File: config.mk
export PLATFORM = sky130hd
export DESIGN_NAME = traffic_light_monitor
export DESIGN_NICKNAME = d
export VERILOG_FILES = /design/src/rtl/traffic_light_monitor.sv
export SDC_FILE = /design/constraint.sdc
export NUM_CORES = 1
export LEC_CHECK = 0
export ABC_CLOCK_PERIOD_IN_PS = 3800
export BUFFER_PORTS_ARGS = -buffer_cell sky130_fd_sc_hd__buf_2
export CORE_MARGIN = 2
export CORE_UTILIZATION = 45
export CTS_BUF_LIST = sky130_fd_sc_hd__clkbuf_16
export DETAILED_ROUTE_END_ITERATION = 8
export GPL_TIMING_DRIVEN = 0
export HOLD_SLACK_MARGIN = 0.06
export PLACE_DENSITY = 0.79
export RECOVER_POWER = 100
export SKIP_CTS_REPAIR_TIMING = 1
export SYNTH_ARGS = -nofsm -noshare
export SYNTH_HDL_FRONTEND = slang
export SYNTH_SLANG_ARGS = --single-unit
File: constraint.sdc
create_clock -name clk -period 3.8 [get_ports clk]
set_input_delay 0.57 -clock clk [delete_from_list [all_inputs] [get_ports clk]]
set_output_delay 0.57 -clock clk [all_outputs]
set_load 0.05 [all_outputs]
File: src/rtl/traffic_light_monitor.sv
// traffic_light_monitor: decodes the 2-bit light code into lamps and checks sequence/dwell
// Ports: clk, rst_n (async active-low); light_in code (00 R, 01 G, 10 Y); clr clears
// err_sticky/cycle_count; lamp_* one-hot drives; err_* one-cycle pulses; err_sticky
// held OR of errors; dwell_count saturating phase length; cycle_count Yellow->Red count.
module traffic_light_monitor #(
  parameter int MIN_DWELL = 1,
  parameter int MAX_DWELL = 200,
  parameter int CNT_W     = 8,
  parameter int CYC_W     = 16
) (
  input  logic             clk,
  input  logic             rst_n,
  input  logic [1:0]       light_in,
  input  logic             clr,
  output logic             lamp_red,
  output logic             lamp_green,
  output logic             lamp_yellow,
  output logic             err_code,
  output logic             err_seq,
  output logic             err_dwell,
  output logic             err_sticky,
  output logic [CNT_W-1:0] dwell_count,
  output logic [CYC_W-1:0] cycle_count
);
  typedef enum logic [1:0] {IDLE, TRACK, FAULT} state_t;
  localparam logic [CNT_W-1:0] MIND = CNT_W'(MIN_DWELL);
  localparam logic [CNT_W-1:0] MAXD = CNT_W'(MAX_DWELL);
  localparam logic [CNT_W-1:0] ONE  = CNT_W'(1);
  state_t           r_state, w_state;
  logic [1:0]       r_prev;
  logic [CNT_W-1:0] r_dwell, w_dwell, w_dwell_inc;
  logic [CYC_W-1:0] r_cyc;
  logic             r_red, r_green, r_yellow, r_err_code, r_err_seq, r_err_dwell, r_sticky;
  logic             w_code, w_same, w_step, w_err_seq, w_err_dwell, w_inc;
  assign w_code      = light_in == 2'b11;
  assign w_same      = light_in == r_prev;
  assign w_step      = (r_prev == 2'b00 && light_in == 2'b01) ||
                       (r_prev == 2'b01 && light_in == 2'b10) ||
                       (r_prev == 2'b10 && light_in == 2'b00);
  assign w_dwell_inc = &r_dwell ? r_dwell : r_dwell + ONE;
  always_comb begin
    w_state     = r_state;
    w_dwell     = r_dwell;
    w_err_seq   = 1'b0;
    w_err_dwell = 1'b0;
    w_inc       = 1'b0;
    case (r_state)
      IDLE: if (!w_code) begin
        w_state = TRACK;
        w_dwell = ONE;
      end
      TRACK: if (w_code) begin
        w_state = FAULT;
        w_dwell = ONE;
      end else if (w_same) begin
        w_dwell     = w_dwell_inc;
        // fires once: only on the sample that moves the count past MAX_DWELL
        w_err_dwell = r_dwell == MAXD;
      end else if (w_step) begin
        w_dwell     = ONE;
        w_err_dwell = r_dwell < MIND;
        w_inc       = r_prev == 2'b10;
      end else begin
        w_state   = FAULT;
        w_dwell   = ONE;
        w_err_seq = 1'b1;
      end
      FAULT: if (light_in == 2'b00) begin
        w_state = TRACK;
        w_dwell = ONE;
      end else begin
        w_dwell = w_same ? w_dwell_inc : ONE;
      end
      default: w_state = IDLE;
    endcase
  end
  always_ff @(posedge clk or negedge rst_n) begin
    if (!rst_n) begin
      r_state     <= IDLE;
      r_prev      <= 2'b00;
      r_dwell     <= '0;
      r_cyc       <= '0;
      r_red       <= 1'b1;
      r_green     <= 1'b0;
      r_yellow    <= 1'b0;
      r_err_code  <= 1'b0;
      r_err_seq   <= 1'b0;
      r_err_dwell <= 1'b0;
      r_sticky    <= 1'b0;
    end else begin
      r_state     <= w_state;
      r_prev      <= light_in;
      r_dwell     <= w_dwell;
      r_cyc       <= clr ? '0 : r_cyc + CYC_W'(w_inc);
      // an invalid code falls back to red
      r_red       <= light_in == 2'b00 || w_code;
      r_green     <= light_in == 2'b01;
      r_yellow    <= light_in == 2'b10;
      r_err_code  <= w_code;
      r_err_seq   <= w_err_seq;
      r_err_dwell <= w_err_dwell;
      r_sticky    <= w_code | w_err_seq | w_err_dwell | (r_sticky & ~clr);
    end
  end
  assign lamp_red    = r_red;
  assign lamp_green  = r_green;
  assign lamp_yellow = r_yellow;
  assign err_code    = r_err_code;
  assign err_seq     = r_err_seq;
  assign err_dwell   = r_err_dwell;
  assign err_sticky  = r_sticky;
  assign dwell_count = r_dwell;
  assign cycle_count = r_cyc;
endmodule

==> After elaboration in Yosys (flattened, before gate mapping) <==
Cells that the tools add are included.
{ "totals": {"regBits": 35, "elab_cells": 70} }
{ "classes": {"addsub": 2, "mux": 25, "eq_ne": 13, "reduce_logical": 13, "n_bitwise": 5, "n_lt_le_gt_ge": 1} }
{ "ops": {"columns": ["op", "count"], "rows": [
  ["two-way mux 8 bit", 5],
  ["one-hot mux 8 bit (3 select lines)", 1],
  ["adder 16 x 1 -> 16 bit", 1],
  ["two-way mux 16 bit", 1],
  ["two-way mux 1 bit", 12],
  ["two-way mux 2 bit", 5],
  ["adder 8 x 1 -> 8 bit, second input constant", 1],
  ["== test 2 bit, second input constant", 4],
  ["== test 8 bit, second input constant", 1],
  ["less-than comparator 8 x 1 -> 1 bit, second input constant", 1],
  ["AND reduction 8 bit", 1],
  ["== test 2 x 1 -> 1 bit, second input constant", 3],
  ["zero test 2 bit", 3],
  ["!= test 3 bit, second input constant", 2],
  ["one-hot mux 2 bit (3 select lines)", 1],
  ["!= test 2 bit, second input constant", 2],
  ["AND reduction 4 bit", 1],
  ["logical AND 1 bit", 3],
  ["logical OR 1 bit", 3],
  ["OR 1 bit", 3],
  ["nonzero test 3 bit", 1],
  ["== test 2 bit", 1],
  ["AND reduction 2 bit", 1],
  ["AND 1 bit", 1],
  ["NOT 1 bit", 1]
]} }

==> Depth between registers and ports, before layout <==
{ "depth": {"word_depth": 11, "ltp_mapped": 9} }

==> Worst setup path before layout <==
OpenSTA, ideal clock, no wires.
{ "synth_timing": {"kind": "input-to-reg", "from": "input port light_in[0]", "to": "register r_cyc[12] (netlist: cycle_count[12])", "arrival_time_ns": 2.507, "setup_ns": 0.078, "path_buffers": 0, "required_time_ns": 3.722, "setup_slack_ns": 1.215, "path_stages": 8, "path_cell_list": "ha_1 nand2b_1 nor4_1 ha_1 nand2_1 or3_1 or3_1 a21oi_1"} }
{ "synth_via": {"elab_chain_cells": 10, "elab_cells_between_ends": 16} }
{ "synth_rtl": {"columns": ["element", "line", "rtl"], "rows": [
  ["start: declaration", "13", "input logic [1:0] light_in,"],
  ["== test 2 x 1 -> 1 bit or == test 2 bit (tied branches)", "37, 38", null],
  ["logical AND 1 bit, on equally long branches", "37, 38", null],
  ["logical OR 1 bit", "37", "assign w_step = (r_prev == 2'b00 && light_in == 2'b01) ||"],
  ["logical OR 1 bit", "38", "(r_prev == 2'b01 && light_in == 2'b10) ||"],
  ["two-way mux 1 bit", "59", "end else if (w_step) begin"],
  ["two-way mux 1 bit", "55", "end else if (w_same) begin"],
  ["two-way mux 1 bit *", "52", "TRACK: if (w_code) begin"],
  ["two-way mux 1 bit *", "47", "case (r_state)"],
  ["adder 16 x 1 -> 16 bit *", "94", "r_cyc <= clr ? '0 : r_cyc + CYC_W'(w_inc);"],
  ["two-way mux 16 bit *", "94", null],
  ["end signal: assignment", "94", null],
  ["end: declaration", "32", "logic [CYC_W-1:0] r_cyc;"]
]} }
Every way passes the cells marked *; elsewhere a longest branch is shown, timed or not.
A chain may end at the register's enable or synchronous reset.

==> Final worst setup path <==
{ "layout_timing": {"from": "input port light_in[0]", "to": "register r_cyc[12] (netlist: cycle_count[12])"} }
{ "layout_via": {"elab_cells_between_ends": 16} }
{ "layout_rtl": {"columns": ["element", "line", "rtl"], "rows": [
  ["== test 2 bit", "35", "assign w_code = light_in == 2'b11;"],
  ["named net w_code", "34", "logic w_code, w_same, w_step, w_err_seq, w_err_dwell, w_inc;"],
  ["two-way mux 1 bit", "52", null],
  ["two-way mux 1 bit", "47", null],
  ["adder 16 x 1 -> 16 bit", "94", null],
  ["two-way mux 16 bit", "94", null]
]} }
The timed path passes the listed nets, and every way through them passes these cells.

==> impl_metrics.tcl <==
set metrics [dict create \
    outcome "finished with violations" \
    violations "capacitance limit, slew limit" \
    drcViolationCount 0 \
    clock.fmax_mhz 349.2 \
    yosysWarnings 0 \
    dp_hpwl_um 2941 \
    ctsLongestPathBuffers 2 \
    start_util_pct 47.27 \
    dr.pass1.iters 4 \
    tns_ns 0 \
    first_global_vias 1539 \
    end_kind "flip-flop" \
    worst_pin_slew_ns 1.828 \
    gr-total-overflow 0 \
    postLayoutCoreUtil_pct 55.44 \
    yosysTopAreaCell "dfrtp_1" \
    synth_edf_count 0 \
    worst_slack_ns 0.9364 \
    antenna_cells 0 \
    fp.dieH_um 69.29 \
    gp_congestion 0.7844 \
    yosysSeqAreaShare_pct 45.73 \
    rsz0062_at_grt "no" \
    ys_types 40 \
    cts_max_level 2 \
    path_clk_slew_ns 0.05 \
    p_leak_nw 0.9537 \
    finalHoldViolations 0 \
    worstPathRequired_ns 4.00 \
    core_mm2 0.004058 \
    final_area_mm2 0.002250 \
    synth-seq-cells 35 \
    grt_pass1_wl_um 6948 \
    clock_latency_ns 0.28 \
    numCtsBuffers 5 \
    drt_iter0_drc 106 \
    pre_cts_ws_ns 0.7335 \
    power_density_mw_per_mm2 521.5 \
    synthCells 197 \
    layout_commonest_cell "clkbuf_1" \
    dp_cells 281 \
    period_share_pct 75.36 \
    die_w_um 69.29 \
    grt_usage_pct 17.97 \
    dpl_cell_area_mm2 0.002151 \
    period_needed_ns 2.864 \
    finalClockSkew_ns 0.002304 \
    antenna_found_initial 0 \
    cts_tree "done" \
    wl_per_cell_um 14.10 \
    drv_slew 36 \
    synth_top_area_share_pct 44.36 \
    syn-cell-area_mm2 0.001918 \
    cts_sinks 35 \
    ir_drop_mv 0.4017 \
    syn_area_per_cell_um2 9.736 \
    antenna_left 0 \
    grt_max_degree 36 \
    totalWireLength_um 4076 \
    via_count 1574 \
    final_cell_mix "clkbuf_1, dfrtp_1, nor2_1, nand2_1, ha_1" \
    syn_nets 215 \
    drive_above_1_share_pct 6.695 \
    whs_ns 0.5084 \
    synthTopCellsByArea "dfrtp_1, ha_1, nor2_1" \
    finalSetupViolCount 0 \
    worst_setup_path_start_kind "input pin" \
    crit_arrival_ns 3.06 \
    nets 256 \
    cap_violations 1 \
    via_per_inst 5.446 \
    worstPathMaxFanout 8 \
    synthArstFlopShare_pct 100.0 \
    p_total_mw 1.173 \
    syn2layout_area_growth_pct 17.29 \
    synth_flop_cell "dfrtp_1" \
    row_count 23 \
    path_class "input pin to flip-flop" \
    slew_headroom_pct -21.85 \
    hp-class "input pin to flip-flop" \
    fin_cells 289 \
    io_pins 36 \
    dieArea_mm2 0.004800 \
    cts_root_buf "clkbuf_16" \
    port_buffers 34 \
]
## power by group
group,switching [mW],internal [mW],total [mW]
clock,0.147,0.239,0.386
combinational,0.239,0.109,0.347
sequential,0.0338,0.406,0.440
total,0.420,0.753,1.17
## routing by layer
metal | share of wire [%] | track usage [%] | routed length (um) | vias up
met3 | 3.6 | 3.634 | 145 | 5
met1 | 47 | 22.40 | 1901 | 764
li1 | - | - | - | 776
met5 | 0 | 0 | 0 | -
met4 | 1.1 | 7.190 | 44 | 0
met2 | 49 | 30.45 | 1985 | 29
## critical path, stage by stage
cell	delay, ns
clkbuf_1	0.15
ha_1	0.34
nand2b_1	0.28
nor4_1	0.45
ha_1	0.29
nand2_1	0.12
or3_1	0.37
or3_1	0.35
a21oi_1	0.14
## state kept, by name (all words and copies together) (netlist names), 2 cells and up
name and count:
dwell_count 8, r_state 2, cycle_count 16, r_prev 2
## worst paths after layout
kind                                     startpoint                   endpoint  slack [ns]  depth (start not counted)
min in group asynchronous                     rst_n   cycle_count[5]$_DFF_PN0_        0.79                          1
setup reg to reg             r_state[1]$_DFFE_PN0P_  cycle_count[12]$_DFF_PN0_        1.05                          9
max in group asynchronous                     rst_n  cycle_count[15]$_DFF_PN0_        1.96                          1
setup / recovery                        light_in[0]  cycle_count[12]$_DFF_PN0_        0.94                          9
hold / removal                          light_in[1]        r_prev[1]$_DFF_PN0_        0.51                          1
hold reg to reg            cycle_count[9]$_DFF_PN0_   cycle_count[9]$_DFF_PN0_        0.59                          2
## synthesized netlist by cell type, drive strengths merged, types with 5 or more instances
| library cell | instances |
|---|---|
| o21ai | 8 |
| ha | 13 |
| a211oi | 5 |
| inv | 10 |
| nor2 | 27 |
| xor2 | 6 |
| a21oi | 6 |
| nand2 | 14 |
| xnor2 | 9 |
| nand4 | 8 |
| nor3 | 5 |
| dfrtp | 34 |
| nand3 | 5 |
| or3 | 5 |
## kinds of logic (layout without fill, tap and decap cells)
group | count (synthesis) | in the layout | synth area share, %
DFF | 35 | 35 | 45.73
AOI/OAI and AO/OA | 31 | 31 | 10.24
xor gates and xnor gates | 15 | 15 | 6.850
and+or+nand+nor | 84 | 84 | 22.83
muxes | 6 | 6 | 3.262
buffers and inverters | 13 | 55 | 2.609
adders and majority gates | 13 | 13 | 8.480
## layout make-up
cell class,instances,area [um^2]
fillers,370,1808
inverters,10,37.54
well taps,50,62.56
clock inverters,3,16.27
multi-input cells,149,991.0
clock buffers,5,125.1
repair buffers,34,127.6
plain buffers,3,12.51
flip-flops and latches,35,877.1
Power figures use the tool's default switching activity.
